File: src/rtl/sram22_ctrl_pkg.sv
// Shared definitions for the SRAM22 request controller: pointer-width helper,
// default geometry and the request bundle type.
package sram22_ctrl_pkg;

  // Minimum bits needed to index 'value' entries (at least 1).
  function automatic int clog2(input int value);
    int r;
    r = 0;
    while ((1 << r) < value) r++;
    return (r == 0) ? 1 : r;
  endfunction

  localparam int DATA_WIDTH_DEF  = 8;
  localparam int ADDR_WIDTH_DEF  = 12;
  localparam int WMASK_WIDTH_DEF = 1;
  localparam int RSP_DEPTH_DEF   = 2;
  localparam int PTR_W           = clog2(RSP_DEPTH_DEF);

  typedef struct packed {
    logic                       we;
    logic [WMASK_WIDTH_DEF-1:0] wmask;
    logic [ADDR_WIDTH_DEF-1:0]  addr;
    logic [DATA_WIDTH_DEF-1:0]  wdata;
  } sram_req_t;

endpackage

File: src/rtl/sram22_rsp_fifo.sv
// Response skid FIFO: DEPTH x WIDTH, synchronous push/pop, occupancy count.
// When empty the output holds the last popped word (zero after reset).
module sram22_rsp_fifo
  import sram22_ctrl_pkg::*;
#(
  parameter int DEPTH = 2,
  parameter int WIDTH = 8,
  localparam int AW   = clog2(DEPTH),
  localparam int CW   = clog2(DEPTH + 1)
) (
  input  logic             clk,
  input  logic             rst_n,
  input  logic             push,
  input  logic [WIDTH-1:0] din,
  input  logic             pop,
  output logic [WIDTH-1:0] dout,
  output logic [CW-1:0]    count
);

  logic [WIDTH-1:0] mem [DEPTH];
  logic [AW-1:0]    wr_ptr;
  logic [AW-1:0]    rd_ptr;
  logic [WIDTH-1:0] last_q;
  logic             empty;
  logic             do_push;
  logic             do_pop;

  assign empty   = (count == '0);
  assign do_push = push && (count < CW'(DEPTH));
  assign do_pop  = pop && !empty;

  // Storage, pointers and occupancy; push and pop in one cycle keep the count.
  always_ff @(posedge clk or negedge rst_n) begin
    if (!rst_n) begin
      for (int i = 0; i < DEPTH; i++) mem[i] <= '0;
      wr_ptr <= '0;
      rd_ptr <= '0;
      count  <= '0;
      last_q <= '0;
    end else begin
      if (do_push) begin
        mem[wr_ptr] <= din;
        wr_ptr      <= (wr_ptr == AW'(DEPTH - 1)) ? '0 : wr_ptr + AW'(1);
      end
      if (do_pop) begin
        last_q <= mem[rd_ptr];
        rd_ptr <= (rd_ptr == AW'(DEPTH - 1)) ? '0 : rd_ptr + AW'(1);
      end
      case ({do_push, do_pop})
        2'b10:   count <= count + CW'(1);
        2'b01:   count <= count - CW'(1);
        default: count <= count;
      endcase
    end
  end

  // Head of queue when occupied, otherwise the most recently consumed word.
  always_comb begin
    dout = empty ? last_q : mem[rd_ptr];
  end

endmodule

File: src/rtl/sram22_req_ctrl.sv
// Initiator-side front end for an SRAM22 single-port macro.
// Requests pass straight to the macro port; reads return in order through a
// credit-protected skid FIFO. Optional performance counters are built when
// SRAM22_REQ_CTRL_PERF_EN is defined.
module sram22_req_ctrl
  import sram22_ctrl_pkg::*;
#(
  parameter int DATA_WIDTH  = 8,
  parameter int ADDR_WIDTH  = 12,
  parameter int WMASK_WIDTH = 1,
  parameter int RSP_DEPTH   = 2
) (
  input  logic                   clk,
  input  logic                   rst_n,
  input  logic                   req_valid,
  output logic                   req_ready,
  input  logic                   req_we,
  input  logic [WMASK_WIDTH-1:0] req_wmask,
  input  logic [ADDR_WIDTH-1:0]  req_addr,
  input  logic [DATA_WIDTH-1:0]  req_wdata,
  output logic                   rsp_valid,
  input  logic                   rsp_ready,
  output logic [DATA_WIDTH-1:0]  rsp_rdata,
  output logic                   sram_we,
  output logic [WMASK_WIDTH-1:0] sram_wmask,
  output logic [ADDR_WIDTH-1:0]  sram_addr,
  output logic [DATA_WIDTH-1:0]  sram_din,
  input  logic [DATA_WIDTH-1:0]  sram_dout
`ifdef SRAM22_REQ_CTRL_PERF_EN
  ,
  output logic [31:0]            perf_rd_cnt,
  output logic [31:0]            perf_wr_cnt,
  output logic [31:0]            perf_stall_cnt
`endif
);

  localparam int CW = clog2(RSP_DEPTH + 1);

  logic          rd_pending;
  logic          req_fire;
  logic          rsp_pop;
  logic [CW-1:0] fifo_count;
  logic [CW:0]   credits_used;

  assign req_fire   = req_valid && req_ready;
  assign rsp_pop    = rsp_valid && rsp_ready;
  assign sram_we    = req_fire && req_we;
  assign sram_wmask = req_wmask;
  assign sram_addr  = req_addr;
  assign sram_din   = req_wdata;
  assign rsp_valid  = (fifo_count != '0);

  // Outstanding slots: buffered + in-flight, minus the one leaving this cycle.
  // A pop only happens with a non-empty FIFO, so this cannot underflow.
  always_comb begin
    credits_used = {1'b0, fifo_count} + (CW + 1)'(rd_pending) - (CW + 1)'(rsp_pop);
    req_ready    = rst_n && (credits_used < (CW + 1)'(RSP_DEPTH));
  end

  // Marks that the macro's dout carries read data on the following cycle.
  always_ff @(posedge clk or negedge rst_n) begin
    if (!rst_n) rd_pending <= 1'b0;
    else        rd_pending <= req_fire && !req_we;
  end

  sram22_rsp_fifo #(
    .DEPTH (RSP_DEPTH),
    .WIDTH (DATA_WIDTH)
  ) u_rsp_fifo (
    .clk   (clk),
    .rst_n (rst_n),
    .push  (rd_pending),
    .din   (sram_dout),
    .pop   (rsp_pop),
    .dout  (rsp_rdata),
    .count (fifo_count)
  );

`ifdef SRAM22_REQ_CTRL_PERF_EN
  // Free-running event counters; wrap naturally at 2^32.
  always_ff @(posedge clk or negedge rst_n) begin
    if (!rst_n) begin
      perf_rd_cnt    <= '0;
      perf_wr_cnt    <= '0;
      perf_stall_cnt <= '0;
    end else begin
      if (req_fire && !req_we)      perf_rd_cnt    <= perf_rd_cnt + 32'd1;
      if (req_fire && req_we)       perf_wr_cnt    <= perf_wr_cnt + 32'd1;
      if (req_valid && !req_ready)  perf_stall_cnt <= perf_stall_cnt + 32'd1;
    end
  end
`endif

endmodule
File: config.mk
export PLATFORM = sky130hd
export DESIGN_NAME = sram22_req_ctrl
export DESIGN_NICKNAME = d
export VERILOG_FILES = /design/src/rtl/sram22_ctrl_pkg.sv /design/src/rtl/sram22_rsp_fifo.sv /design/src/rtl/sram22_req_ctrl.sv
export SDC_FILE = /design/constraint.sdc
export NUM_CORES = 1
export LEC_CHECK = 0
export BUFFER_PORTS_ARGS = -buffer_cell sky130_fd_sc_hd__buf_4
export CORE_ASPECT_RATIO = 2
export CORE_MARGIN = 2
export CORE_UTILIZATION = 47
export CTS_CLUSTER_DIAMETER = 120
export DETAILED_ROUTE_END_ITERATION = 12
export PLACE_DENSITY = 0.79
export SLEW_MARGIN = 30
export SYNTH_ARGS = -nofsm -noshare
export SYNTH_HDL_FRONTEND = slang
export SYNTH_SLANG_ARGS = --single-unit
File: constraint.sdc
create_clock -name clk -period 3.8 [get_ports clk]
set_input_delay 0.76 -clock clk [delete_from_list [all_inputs] [get_ports clk]]
set_output_delay 0.76 -clock clk [all_outputs]
set_load 0.005 [all_outputs]
---- Word-level counts from Yosys, hierarchy flattened ----
Index checks and enable logic that the tools add are counted.
storage, ports and cells
  bits in registers ....................... 29
  bits in latches ......................... 0
  RAM bits ................................ 0
  bits in read-only memories .............. 0
  input port bits ......................... 34
  output and inout port bits .............. 32
  word-level logic and storage cells ...... 45
  memories ................................ 0
operators by class
  add/subtract/negate cells ............... 6
  multipliers ............................. 0
  div/mod/pow operators ................... 0
  $lt $le $gt $ge ......................... 5
  equal/unequal tests ..................... 2
  shift operators ......................... 0
  mux-type cells .......................... 10
  bitwise logic cells ..................... 2
  reductions and logical operators ........ 13
operator list
  cell                   number
  $mux W8                5
  $bwmux W16             1
  $demux W8 S1           1
  $logic_and A1 B1 Y1    8
  $ge A2 B2 Y1 const B   2
  $not A1 Y2             2
  $pmux W2 S2            1
  $reduce_bool A2 Y1     2
  $add A2 B1 Y3          1
  $lt A3 B2 Y1 const B   1
  $sub A3 B1 Y3          1
  $add A1 B1 Y1 const B  2
  $add A2 B1 Y2 const B  1
  $eq A2 B1 Y1 const B   1
  $eq A2 B2 Y1 const B   1
  $logic_not A1 Y1       2
  $logic_not A2 Y1       1
  $lt A2 B1 Y1 const B   1
  $lt A2 B2 Y1 const B   1
  $mux W1                2
  $sub A2 B1 Y2 const B  1

---- Depth between registers and ports, before layout ----
Gate-level depths: netlist of run 1.
  depth in word-level cells ............... 7
  gate-level depth with buffers ........... 10
  mapped depth without buffers ............ 8

---- Cells and area by module ----
From an unflattened synthesis of run 1, not the netlist that was laid out.
unflattened totals
  cells, all modules ...................... 135
  area, all modules ....................... 1,529.0 µm²
by module, submodules not included
  module           instances  cells an instance  area each (µm²)  sequential area each (µm²)
  sram22_rsp_fifo  1          101                1,251.2          700.7
  sram22_req_ctrl  1          34                 277.8            25.0

---- Least setup slack after synthesis of run 1 ----
Ideal clock, no wire load.
  kind .................................... input -> output
  start ................................... input rsp_ready
  end ..................................... output sram_we
  arrival ................................. 2.394 ns
  data required time ...................... 3.040 ns
  path slack .............................. 0.646 ns
  stages .................................. 9
  cells stage by stage .................... o21ai_2 -> buf_4 -> inv_1 -> ha_1 -> nand2b_1 -> fa_1 -> xnor2_1 -> and3_1 -> and3_1
between the ends
  word-level cells in the longest chain between the ends .. 6
ends and longest elaborated chain
  item                 line                   text
  start, declared      sram22_req_ctrl.sv:22  input logic rsp_ready,
  $logic_and A1 B1 Y1  sram22_req_ctrl.sv:46  assign rsp_pop = rsp_valid && rsp_ready;
  $sub A3 B1 Y3        sram22_req_ctrl.sv:56  credits_used = {1'b0, fifo_count} + (CW + 1)'(rd_pending) - (CW + 1)'(rsp_pop);
  $lt A3 B2 Y1         sram22_req_ctrl.sv:57  req_ready = rst_n && (credits_used < (CW + 1)'(RSP_DEPTH));
  $logic_and A1 B1 Y1  sram22_req_ctrl.sv:57
  named net req_ready  sram22_req_ctrl.sv:16  output logic req_ready,
  $logic_and A1 B1 Y1  sram22_req_ctrl.sv:45  assign req_fire = req_valid && req_ready;
  $logic_and A1 B1 Y1  sram22_req_ctrl.sv:47  assign sram_we = req_fire && req_we;
  end, declared        sram22_req_ctrl.sv:24  output logic sram_we,
The timed path passes the listed nets, and every way through them passes these cells.

---- Worst setup path in the final report of run 1 ----
  start ................................... register u_rsp_fifo.count[1]
  end ..................................... output sram_we
between the ends
  word-level cells in the longest chain between the ends .. 7
ends and longest elaborated chain
  item                                                                   line                   text
  start, declared                                                        sram22_rsp_fifo.sv:17  output logic [CW-1:0] count
  start signal, assigned                                                 sram22_rsp_fifo.sv:50  2'b10: count <= count + CW'(1);
  start signal, assigned                                                 sram22_rsp_fifo.sv:51  2'b01: count <= count - CW'(1);
  start signal, assigned                                                 sram22_rsp_fifo.sv:52  default: count <= count;
  parallel branches: the longest is 2 deep, another holds $add A2 B1 Y3  n/a
  $sub A3 B1 Y3 (*)                                                      sram22_req_ctrl.sv:56
  $lt A3 B2 Y1 (*)                                                       sram22_req_ctrl.sv:57
  $logic_and A1 B1 Y1 (*)                                                sram22_req_ctrl.sv:57
  $logic_and A1 B1 Y1 (*)                                                sram22_req_ctrl.sv:45
  $logic_and A1 B1 Y1 (*)                                                sram22_req_ctrl.sv:47
Mark *: on every way between the ends.

==> impl_results.md, run 1 <==
* Status: finished clean
* Layout Nets at 174
* Final number of setup-violating endpoints at 0
* Critical path cell sequence: o21ai_2 > inv_1 > ha_1 > nand2b_1 > fa_1 > xnor2_1 > and3_1 > and3_1 > buf_4
* Die height at 84.8 um
* Wirelength per Cell at 16.1 um
* RSZ-0062 raised after global routing: false
* Clock sinks at 29
* Peak supply drop at 0.552 mV
* Mapped cell area at 1540 um2
* Vias post-DR at 951
* Clock buffer count from CTS at 5
* Post-CTS Setup Bufs at 0
* Post-route ant nets at 0
* Post-Place Worst Slack at 0.573 ns
* Max_cap viols at 0
* Final hold vios at 0
* Post-synthesis async set-or-reset flop share at 1.00
* Cell variety after synth at 23
* Most Crowded Layer GR: met2
* CP Max Fanout at 7
* Share of layout cells above drive strength 1 at 0.370
* Worst slew margin at 0.603
* M2 GR Usage at 0.298
* CP most frequent cell: and3_1
* Synth warn at 0
* Ant diodes at 0
* Pin count of the biggest net entering global routing at 31
* Yosys top cell by area: dfrtp_1
* Gr usage total at 0.170
* Crit start category: flip-flop
* Post-route minimum period at 3.24 ns
* FP Rows at 29
* Syn_area_per_cell at 11.6 um2
* CP delay by family, top: adder cells
* Hold-fix buffers at CTS at 0
* First-pass GRT wire length at 4.62 mm
* Worst-path clk slew at 0.06 ns
* Clock skew at 0.00428 ns
* Met3 GRT Util at 0.0447
* CP Buf/Inv Count at 2
* Max-slew violation count at 0
* IO buf count at 23
* Critical Path RT at 3.04 ns
* Post-route setup slack at 0.560 ns
* Final Cycle Share at 0.853
* Clk buf depth at 2
* Arr. time, crit path at 2.48 ns
* # IOs at 66
* Initial DRC count at 24
* Met1 GRT Util at 0.160
* Hpwl dp at 1.99 mm
* Clock Latency Late Sink at 0.28 ns
* P per Cell Area at 889 nW/um2
* Hold Path Class: primary input to async pin
* Post-Syn Instances at 132
* Number of synthesized flops with an enable pin at 0
* Setup Total Neg Slack at 0 ns
* Post-Synthesis Net Count at 169
* Pwr Total at 1.48 mW
* Initial antenna violation count at 0
* Post_cts resized at 0
* Highest cell delay on the worst timing path at 0.48 ns
* Seq/Total Area, Yosys at 0.473
* Synth-to-Final Area Change at 8.56%
* Worst setup EP type: output port
* Post-synth top flop: dfrtp_1
* F_max at 309 MHz
* Vias per cell at 5.63
* Post-synth top area share at 0.473
* H-Tree Depth at 2
* Full die area at 3770 um2
* Die Wd at 44.4 um
* P_leak at 0.828 nW
* DR pass1 iterations at 3
* RD Place Congestion at 0.716
* Synthesis-stage register bit count at 29
* Largest cells by area after synthesis: dfrtp_1 47%, mux2_2 12%, buf_4 11%
* Drt drc at 0
* Via count of the first global-routing pass at 1,039
* Kind of critical path: flip-flop to output port
* Worst-margin pin slew at 0.596 ns
* CTS tree: built
* Slowest cell on crit path: dfrtp_1
* Core ar. at 3160 um2
* Root Driver: clkbuf_8
* Overflow after GRT at 0
* Final Routed Wirelength at 2.72 mm
* Initial Utilization at 0.486
-- sequential cells by signal, indices dropped and copies added, names as in the netlist --
register           flops
u_rsp_fifo.rd_ptr      1
rd_pending             1
u_rsp_fifo.mem        16
u_rsp_fifo.wr_ptr      1
u_rsp_fifo.count       2
u_rsp_fifo.last_q      8
-- routing by layer --
metal / wire length (um) / up-vias
li1: - / 428
met1: 918 / 473
met2: 1500 / 29
met3: 148 / 21
met4: 147 / 0
met5: 0 / -
-- synthesized netlist by cell type, types with 2 or more instances --
master	count
a21oi_1	8
and3_1	2
buf_4	22
buf_6	3
dfrtp_1	29
ha_1	2
inv_1	2
mux2_2	16
mux2i_1	8
nand2_1	8
nor2_1	9
o21ai_0	8
xnor2_1	5
-- cells by family (layout without fill, tap and decap cells) --
group | after synthesis | count (layout) | share of synthesized area
and+or+nand+nor | 25 | 25 | 0.0986
DFF | 29 | 29 | 0.473
muxes | 24 | 24 | 0.170
xor gates and xnor gates | 6 | 6 | 0.0342
adders and majority gates | 3 | 3 | 0.0293
AOI/OAI and AO/OA | 17 | 17 | 0.0579
buffers and inverters | 28 | 34 | 0.138
-- through the flow --
stage / hold WS (ns) / instance area (um2) / instances / util
2_1_floorplan: 0.450 / 1540 / 132 / -
3_3_place_gp: 0.464 / 1550 / 161 / 0.491
3_5_place_dp: 0.479 / 1550 / 161 / 0.491
4_1_cts: 0.408 / 1670 / 169 / 0.528
5_1_grt: 0.422 / 1670 / 169 / 0.528
6_report: 0.400 / 1670 / 169 / 0.528
-- placed cells by master (no fill, tap or decap), types with 5 or more instances in the layout --
cell type	netlist	final
a21oi_1	8	8
buf_4	22	24
clkbuf_8	0	6
dfrtp_1	29	29
mux2_2	16	16
mux2i_1	8	8
nand2_1	8	8
nor2_1	9	9
o21ai_0	8	8
xnor2_1	5	5
-- power breakdown --
part / leakage (nW) / switching (mW) / internal (mW) / total, mW
Sequential: 0.358 / 0.126 / 0.452 / 0.577
Clock: 0.0585 / 0.110 / 0.213 / 0.323
Combinational: 0.411 / 0.245 / 0.336 / 0.581
-- path summary, 6_finish.rpt --
check                                      from                    to  slack (ns)  cells after the start
max reg2reg                 u_rsp_fifo.count[1]            rd_pending        1.63                      8
max in group asynchronous                 rst_n  u_rsp_fifo.last_q[5]        3.13                      1
min                                       rst_n  u_rsp_fifo.last_q[4]        0.40                      1
max                         u_rsp_fifo.count[1]               sram_we        0.56                      9
min reg2reg                u_rsp_fifo.last_q[2]  u_rsp_fifo.last_q[2]        0.49                      2
min in group clk           u_rsp_fifo.last_q[2]  u_rsp_fifo.last_q[2]        0.49                      2
-- final cells by class --
cell class	count	area, um2
Multi-Input combinational cell	75	598
Tap cell	31	38.8
Sequential cell	29	726
Inverter	2	7.51
Timing Repair Buffer	24	180
Clock inverter	1	30.0
Fill cell	267	1490
Clock buffer	7	86.3
Note: power is estimated with default switching activity, not from simulation.
==> run 2, diff against run 1 <==
==> constraint.sdc (replaced) <==
create_clock -name clk -period 3.4 [get_ports clk]
set_input_delay 0.68 -clock clk [delete_from_list [all_inputs] [get_ports clk]]
set_output_delay 0.68 -clock clk [all_outputs]
set_load 0.005 [all_outputs]
==> impl_results.md, run 2 (synthesized netlist as in run 1, its figures left out) <==
* Status: finished clean
* Post-route minimum period at 3.15 ns
* Final hold vios at 0 (unchanged)
* Wirelength per Cell at 15.2 um (-5.2%)
* Final Routed Wirelength at 2.58 mm (-5.2%)
* Most frequent cells in the layout: 29 x dfrtp_1, 24 x buf_4, 16 x mux2_2
* Commonest non-fill, non-tap cell in the layout: dfrtp_1
* Slowest cell on crit path: dfrtp_1
* IO buf count at 23 (unchanged)
* Arr. time, crit path at 2.47 ns (about the same)
* Setup Total Neg Slack at 0 ns (unchanged)
* Hold-fix buffers at CTS at 0 (unchanged)
* Kind of critical path: flip-flop to output port
* Core ar. at 3160 um2 (unchanged)
* CP Buf/Inv Count at 2 (unchanged)
* Initial DRC count at 32 (+33%)
* Initial Utilization at 0.486 (unchanged)
* Root Driver: clkbuf_8
* Launching point of the worst reg2reg path: u_rsp_fifo.count[1]
* CP most frequent cell: and3_1
* P_leak at 0.828 nW (unchanged)
* Post-Place Worst Slack at 0.335 ns (-0.238 ns)
* Largest Register: u_rsp_fifo.mem
* Hpwl dp at 1.94 mm (-2.7%)
* Layout Nets at 174 (unchanged)
* First-pass GRT wire length at 4.61 mm (-0.30%)
* Pwr Total at 1.65 mW (+11%)
* FP Rows at 29 (unchanged)
* Worst setup EP type: output port
* Routed met3 length at 151 um (+2.0%)
* FILL cells at 278 (+4.1%)
* Clock skew at 0.00511 ns (+0.000833 ns)
* FF-to-FF End: rd_pending
* Max-slew violation count at 0 (unchanged)
* Final number of setup-violating endpoints at 0 (unchanged)
* Die Wd at 44.4 um (unchanged)
* Critical Path Sink: sram_we
* Peak supply drop at 0.616 mV (+12%)
* CP delay by family, top: adder cells
* Post_cts resized at 0 (unchanged)
* Number of flip-flops under the largest register name at 16 (unchanged)
* Clock sinks at 29 (unchanged)
* Vias post-DR at 926 (-2.6%)
* Top flop regs: u_rsp_fifo.mem: 16 flops, u_rsp_fifo.last_q: 8 flops, u_rsp_fifo.count: 2 flops
* DR WL met2 at 1.43 mm (-4.5%)
* Synth-to-Final Area Change at 8.56% (unchanged)
* Clk buf depth at 2 (unchanged)
* Highest cell delay on the worst timing path at 0.48 ns (about the same)
* Post-CTS Setup Bufs at 0 (unchanged)
* Full die area at 3770 um2 (unchanged)
* Clock buffer count from CTS at 5 (unchanged)
* Via count of the first global-routing pass at 1,031 (-0.77%)
* Worst-path clk slew at 0.06 ns (about the same)
* Area after DPL at 1550 um2 (unchanged)
* Critical Path RT at 2.72 ns (-0.32 ns)
* Design Area, Final at 1670 um2 (unchanged)
* Overflow after GRT at 0 (unchanged)
* Die height at 84.8 um (unchanged)
* Drt drc at 0 (unchanged)
* H-Tree Depth at 2 (unchanged)
* Sequential share of power at 0.390 (about the same)
* Worst-margin pin slew at 0.602 ns (+0.00640 ns)
* Max_cap viols at 0 (unchanged)
* Cells after DPL at 161 (unchanged)
* Initial antenna violation count at 0 (unchanged)
* CTS tree: built
* Worst slew margin at 0.598 (-0.00426)
* Crit start category: flip-flop
* CP Depth at 9 (unchanged)
* RSZ-0062 raised after global routing: false
* Pin count of the biggest net entering global routing at 31 (unchanged)
* Setup crit start: u_rsp_fifo.count[1]
* Comb pwr share at 0.393 (about the same)
* DR pass1 iterations at 4 (+1)
* P per Cell Area at 990 nW/um2 (+11%)
* Critical path cell sequence: o21ai_2 > inv_1 > ha_1 > nand2b_1 > fa_1 > xnor2_1 > and3_1 > and3_1 > buf_4
* F_max at 318 MHz
* Ant diodes at 0 (unchanged)
* Internal power at 1.12 mW (+12%)
* Gr usage total at 0.169 (-0.000289)
* # IOs at 66 (unchanged)
* Hold Path Class: primary input to async pin
* RD Place Congestion at 0.715 (-0.14%)
* Post-route ant nets at 0 (unchanged)
* CP Max Fanout at 7 (unchanged)
* Sw Pwr at 0.530 mW (+10%)
* Vias per cell at 5.48 (-2.6%)
* Top sig layer: met4
* Clock Latency Late Sink at 0.27 ns (about the same)
* Sw frac at 0.321 (-0.00277)
* Final Cycle Share at 0.926
* Post-route setup slack at 0.251 ns (-0.309 ns)
* Met1 WL at 870 um (-5.2%)
* Share of layout cells above drive strength 1 at 0.370 (unchanged)
* Clk pwr share at 0.217 (about the same)
* R2R depth at 8 (unchanged)
* Reg2reg setup slack at 1.25 ns (-0.38 ns)
* Fin cells at 169 (unchanged)
==> run 2: final cells by class <==
cell class                 count  area (um2)  share of cell area
timing repair buffer          24         180               0.108
inverter                       2        7.51             0.00450
tap                           31        38.8              0.0233
clock inverter                 1        30.0              0.0180
multi-input combinational     75         598               0.359
clock buffer                   7        86.3              0.0518
sequential                    29         726               0.435
==> run 2: worst register-to-register path, cell delays in order, from the launching register on <==
cell and delay [ns]:
dfrtp_1 0.48, o21ai_2 0.19, inv_1 0.09, ha_1 0.26, nand2b_1 0.15, fa_1 0.38, xnor2_1 0.13, and3_1 0.21
and3b_1 0.16
==> run 2: how the worst min path moves through the flow <==
stage / cells after the start / endpoint
final: 1 / u_rsp_fifo.mem[15]
after global routing: 1 / rd_pending
after CTS: 1 / u_rsp_fifo.mem[12]
after detailed placement: 2 / u_rsp_fifo.last_q[2]
after global placement: 2 / u_rsp_fifo.last_q[3]
after floorplan: 0 / rd_pending
==> run 2: through the flow <==
stage,hold WS [ns],utilization
after floorplan,0.384,-
after global placement,0.464,0.491
after detailed placement,0.472,0.491
after CTS,0.326,0.528
after global routing,0.336,0.528
final,0.317,0.528
==> run 2: power groups by stage <==
stage / combinational (mW) / clock [mW] / sequential, mW
global route: 0.736 / 0.386 / 0.674
CTS: 0.662 / 0.369 / 0.645
floorplan: 0.505 / 0 / 0.589
detailed placement: 0.659 / 0 / 0.650
global placement: 0.637 / 0 / 0.637
finish: 0.648 / 0.359 / 0.644
==> run 2: per-layer routing <==
metal / vias up / global-route usage
met5: - / 0
met4: 0 / 0.107
met3: 20 / 0.0468
li1: 430 / -
met2: 30 / 0.293
met1: 446 / 0.167
==> run 3, diff against run 2 <==
--- a/config.mk
+++ b/config.mk
@@ -6,7 +6,7 @@
 export NUM_CORES = 1
 export LEC_CHECK = 0
 export BUFFER_PORTS_ARGS = -buffer_cell sky130_fd_sc_hd__buf_4
-export CORE_ASPECT_RATIO = 2
+export CORE_ASPECT_RATIO = 0.7
 export CORE_MARGIN = 2
 export CORE_UTILIZATION = 47
 export CTS_CLUSTER_DIAMETER = 120
==> impl_results.md, run 3 (synthesized netlist as in run 1, its figures left out) <==
* Share of layout cells above drive strength 1 at 0.377 (+0.00725)
* Clock buffer count from CTS at 5 (unchanged)
* Number of flip-flops under the largest register name at 16 (unchanged)
* RSZ-0062 raised after global routing: false
* Max-slew violation count at 0 (unchanged)
* DR pass1 iterations at 4 (unchanged)
* Hold Path Class: primary input to async pin
* Worst-margin pin slew at 0.583 ns (-0.0198 ns)
* Clk buf depth at 2 (unchanged)
* Final number of setup-violating endpoints at 0 (unchanged)
* Post-route ant nets at 0 (unchanged)
* Post-CTS Setup Bufs at 0 (unchanged)
* Critical Path RT at 2.72 ns (about the same)
* Root Driver: clkbuf_8
* Final Routed Wirelength at 2.69 mm (+4.5%)
* Initial DRC count at 32 (unchanged)
* Clock Latency Late Sink at 0.28 ns (about the same)
* Fin cells at 176 (+4.1%)
* Crit start category: flip-flop
* Final hold vios at 0 (unchanged)
* Die Wd at 72.3 um (+63%)
* Most frequent cells in the layout: 29 x dfrtp_1, 24 x buf_4, 16 x mux2_2
* Largest Register: u_rsp_fifo.mem
* Vias post-DR at 910 (-1.7%)
* Met3 GRT Util at 0.0756 (+0.0288)
* P_leak at 0.824 nW (-0.51%)
* IO buf count at 23 (unchanged)
* Worst setup EP type: output port
* Layout Nets at 174 (unchanged)
* Synth-to-Final Area Change at 8.15%
* Clock skew at 0.00101 ns (-0.00410 ns)
* Most Crowded Layer GR: met2
* Post-route minimum period at 3.19 ns (+0.0410 ns)
* Die height at 51.8 um (-39%)
* FP Rows at 17 (-41%)
* Worst slew margin at 0.612 (+0.0132)
* Max_cap viols at 0 (unchanged)
* M2 GR Usage at 0.260 (-0.0328)
* Arr. time, crit path at 2.51 ns (+0.04 ns)
* CTS tree: built
* Full die area at 3750 um2 (-0.55%)
* Hold-fix buffers at CTS at 0 (unchanged)
* Met1 GRT Util at 0.190 (+0.0226)
* First-pass GRT wire length at 4.46 mm (-3.1%)
* CP Max Fanout at 7 (unchanged)
* H-Tree Depth at 2 (unchanged)
* Post_cts resized at 0 (unchanged)
* Hpwl dp at 1.97 mm (+1.5%)
* Core ar. at 3130 um2 (-0.95%)
* Gr usage total at 0.163 (-0.00595)
* RD Place Congestion at 0.804 (+13%)
* Ant diodes at 0 (unchanged)
* Top flop regs: u_rsp_fifo.mem: 16 flops, u_rsp_fifo.last_q: 8 flops, u_rsp_fifo.count: 2 flops
* Cells after DPL at 168 (+4.3%)
* Overflow after GRT at 0 (unchanged)
* Initial Utilization at 0.491 (+0.00467)
* Final Cycle Share at 0.938 (+0.0120)
* Final hold slack at 0.314 ns (-0.00334 ns)
* Vias per cell at 5.17 (-5.6%)
* # IOs at 66 (unchanged)
* Wirelength per Cell at 15.3 um (+0.31%)
* Drt drc at 0 (unchanged)
* Setup Total Neg Slack at 0 ns (unchanged)
* Clock sinks at 29 (unchanged)
* Worst-path clk slew at 0.06 ns (about the same)
* Peak supply drop at 0.434 mV (-30%)
* F_max at 313 MHz (-1.3%)
* Via count of the first global-routing pass at 944 (-8.4%)
* Status: finished clean
* Pin count of the biggest net entering global routing at 31 (unchanged)
* P per Cell Area at 966 nW/um2 (-2.4%)
* Kind of critical path: flip-flop to output port
* Initial antenna violation count at 0 (unchanged)
* Commonest non-fill, non-tap cell in the layout: dfrtp_1
-- run 3: path summary, 6_finish.rpt --
check	startpoint	to	slack, ns	cells past startpoint
setup / recovery	u_rsp_fifo.count[1]	sram_we	0.21	9
hold / removal	rst_n	u_rsp_fifo.mem[11]	0.31	1
setup reg to reg	u_rsp_fifo.count[1]	rd_pending	1.20	8
hold reg to reg	u_rsp_fifo.last_q[2]	u_rsp_fifo.last_q[2]	0.48	2
max in group asynchronous	rst_n	u_rsp_fifo.count[1]	2.81	1
min in group clk	u_rsp_fifo.last_q[2]	u_rsp_fifo.last_q[2]	0.48	2
-- run 3: layout make-up --
cell class | count | area [um2]
multi-input cells | 75 | 598
clock buffers | 7 | 96.3
repair buffers | 24 | 180
flip-flops and latches | 29 | 726
clock inverters | 1 | 5.00
inverters | 2 | 7.51
fillers | 278 | 1470
well taps | 38 | 47.5
-- run 3: stage by stage --
| step | util | setup WS, ns | total power [mW] | instance area [um2] |
|---|---|---|---|---|
| floorplan | - | 0.406 | 1.09 | 1540 |
| global placement | 0.499 | 0.410 | 1.27 | 1560 |
| detailed placement | 0.499 | 0.335 | 1.31 | 1560 |
| CTS | 0.531 | 0.198 | 1.63 | 1660 |
| global route | 0.531 | 0.0456 | 1.75 | 1660 |
| finish | 0.531 | 0.210 | 1.60 | 1660 |
-- run 3: critical path, stage by stage, from the launching register on --
cell	delay (ns)
dfrtp_1	0.48
o21ai_2	0.20
inv_1	0.09
ha_1	0.28
nand2b_1	0.16
fa_1	0.39
xnor2_1	0.13
and3_1	0.20
and3_1	0.17
buf_4	0.13
-- run 3: power breakdown --
group | internal [mW] | total (mW) | switching, mW
sequential | 0.505 | 0.647 | 0.142
combinational | 0.378 | 0.649 | 0.271
clock | 0.182 | 0.308 | 0.126
-- run 3: routing by layer --
| layer | routed length (um) | vias to the layer above |
|---|---|---|
| li1 | - | 432 |
| met1 | 1130 | 430 |
| met2 | 1260 | 31 |
| met3 | 233 | 17 |
| met4 | 71 | 0 |
| met5 | 0 | - |
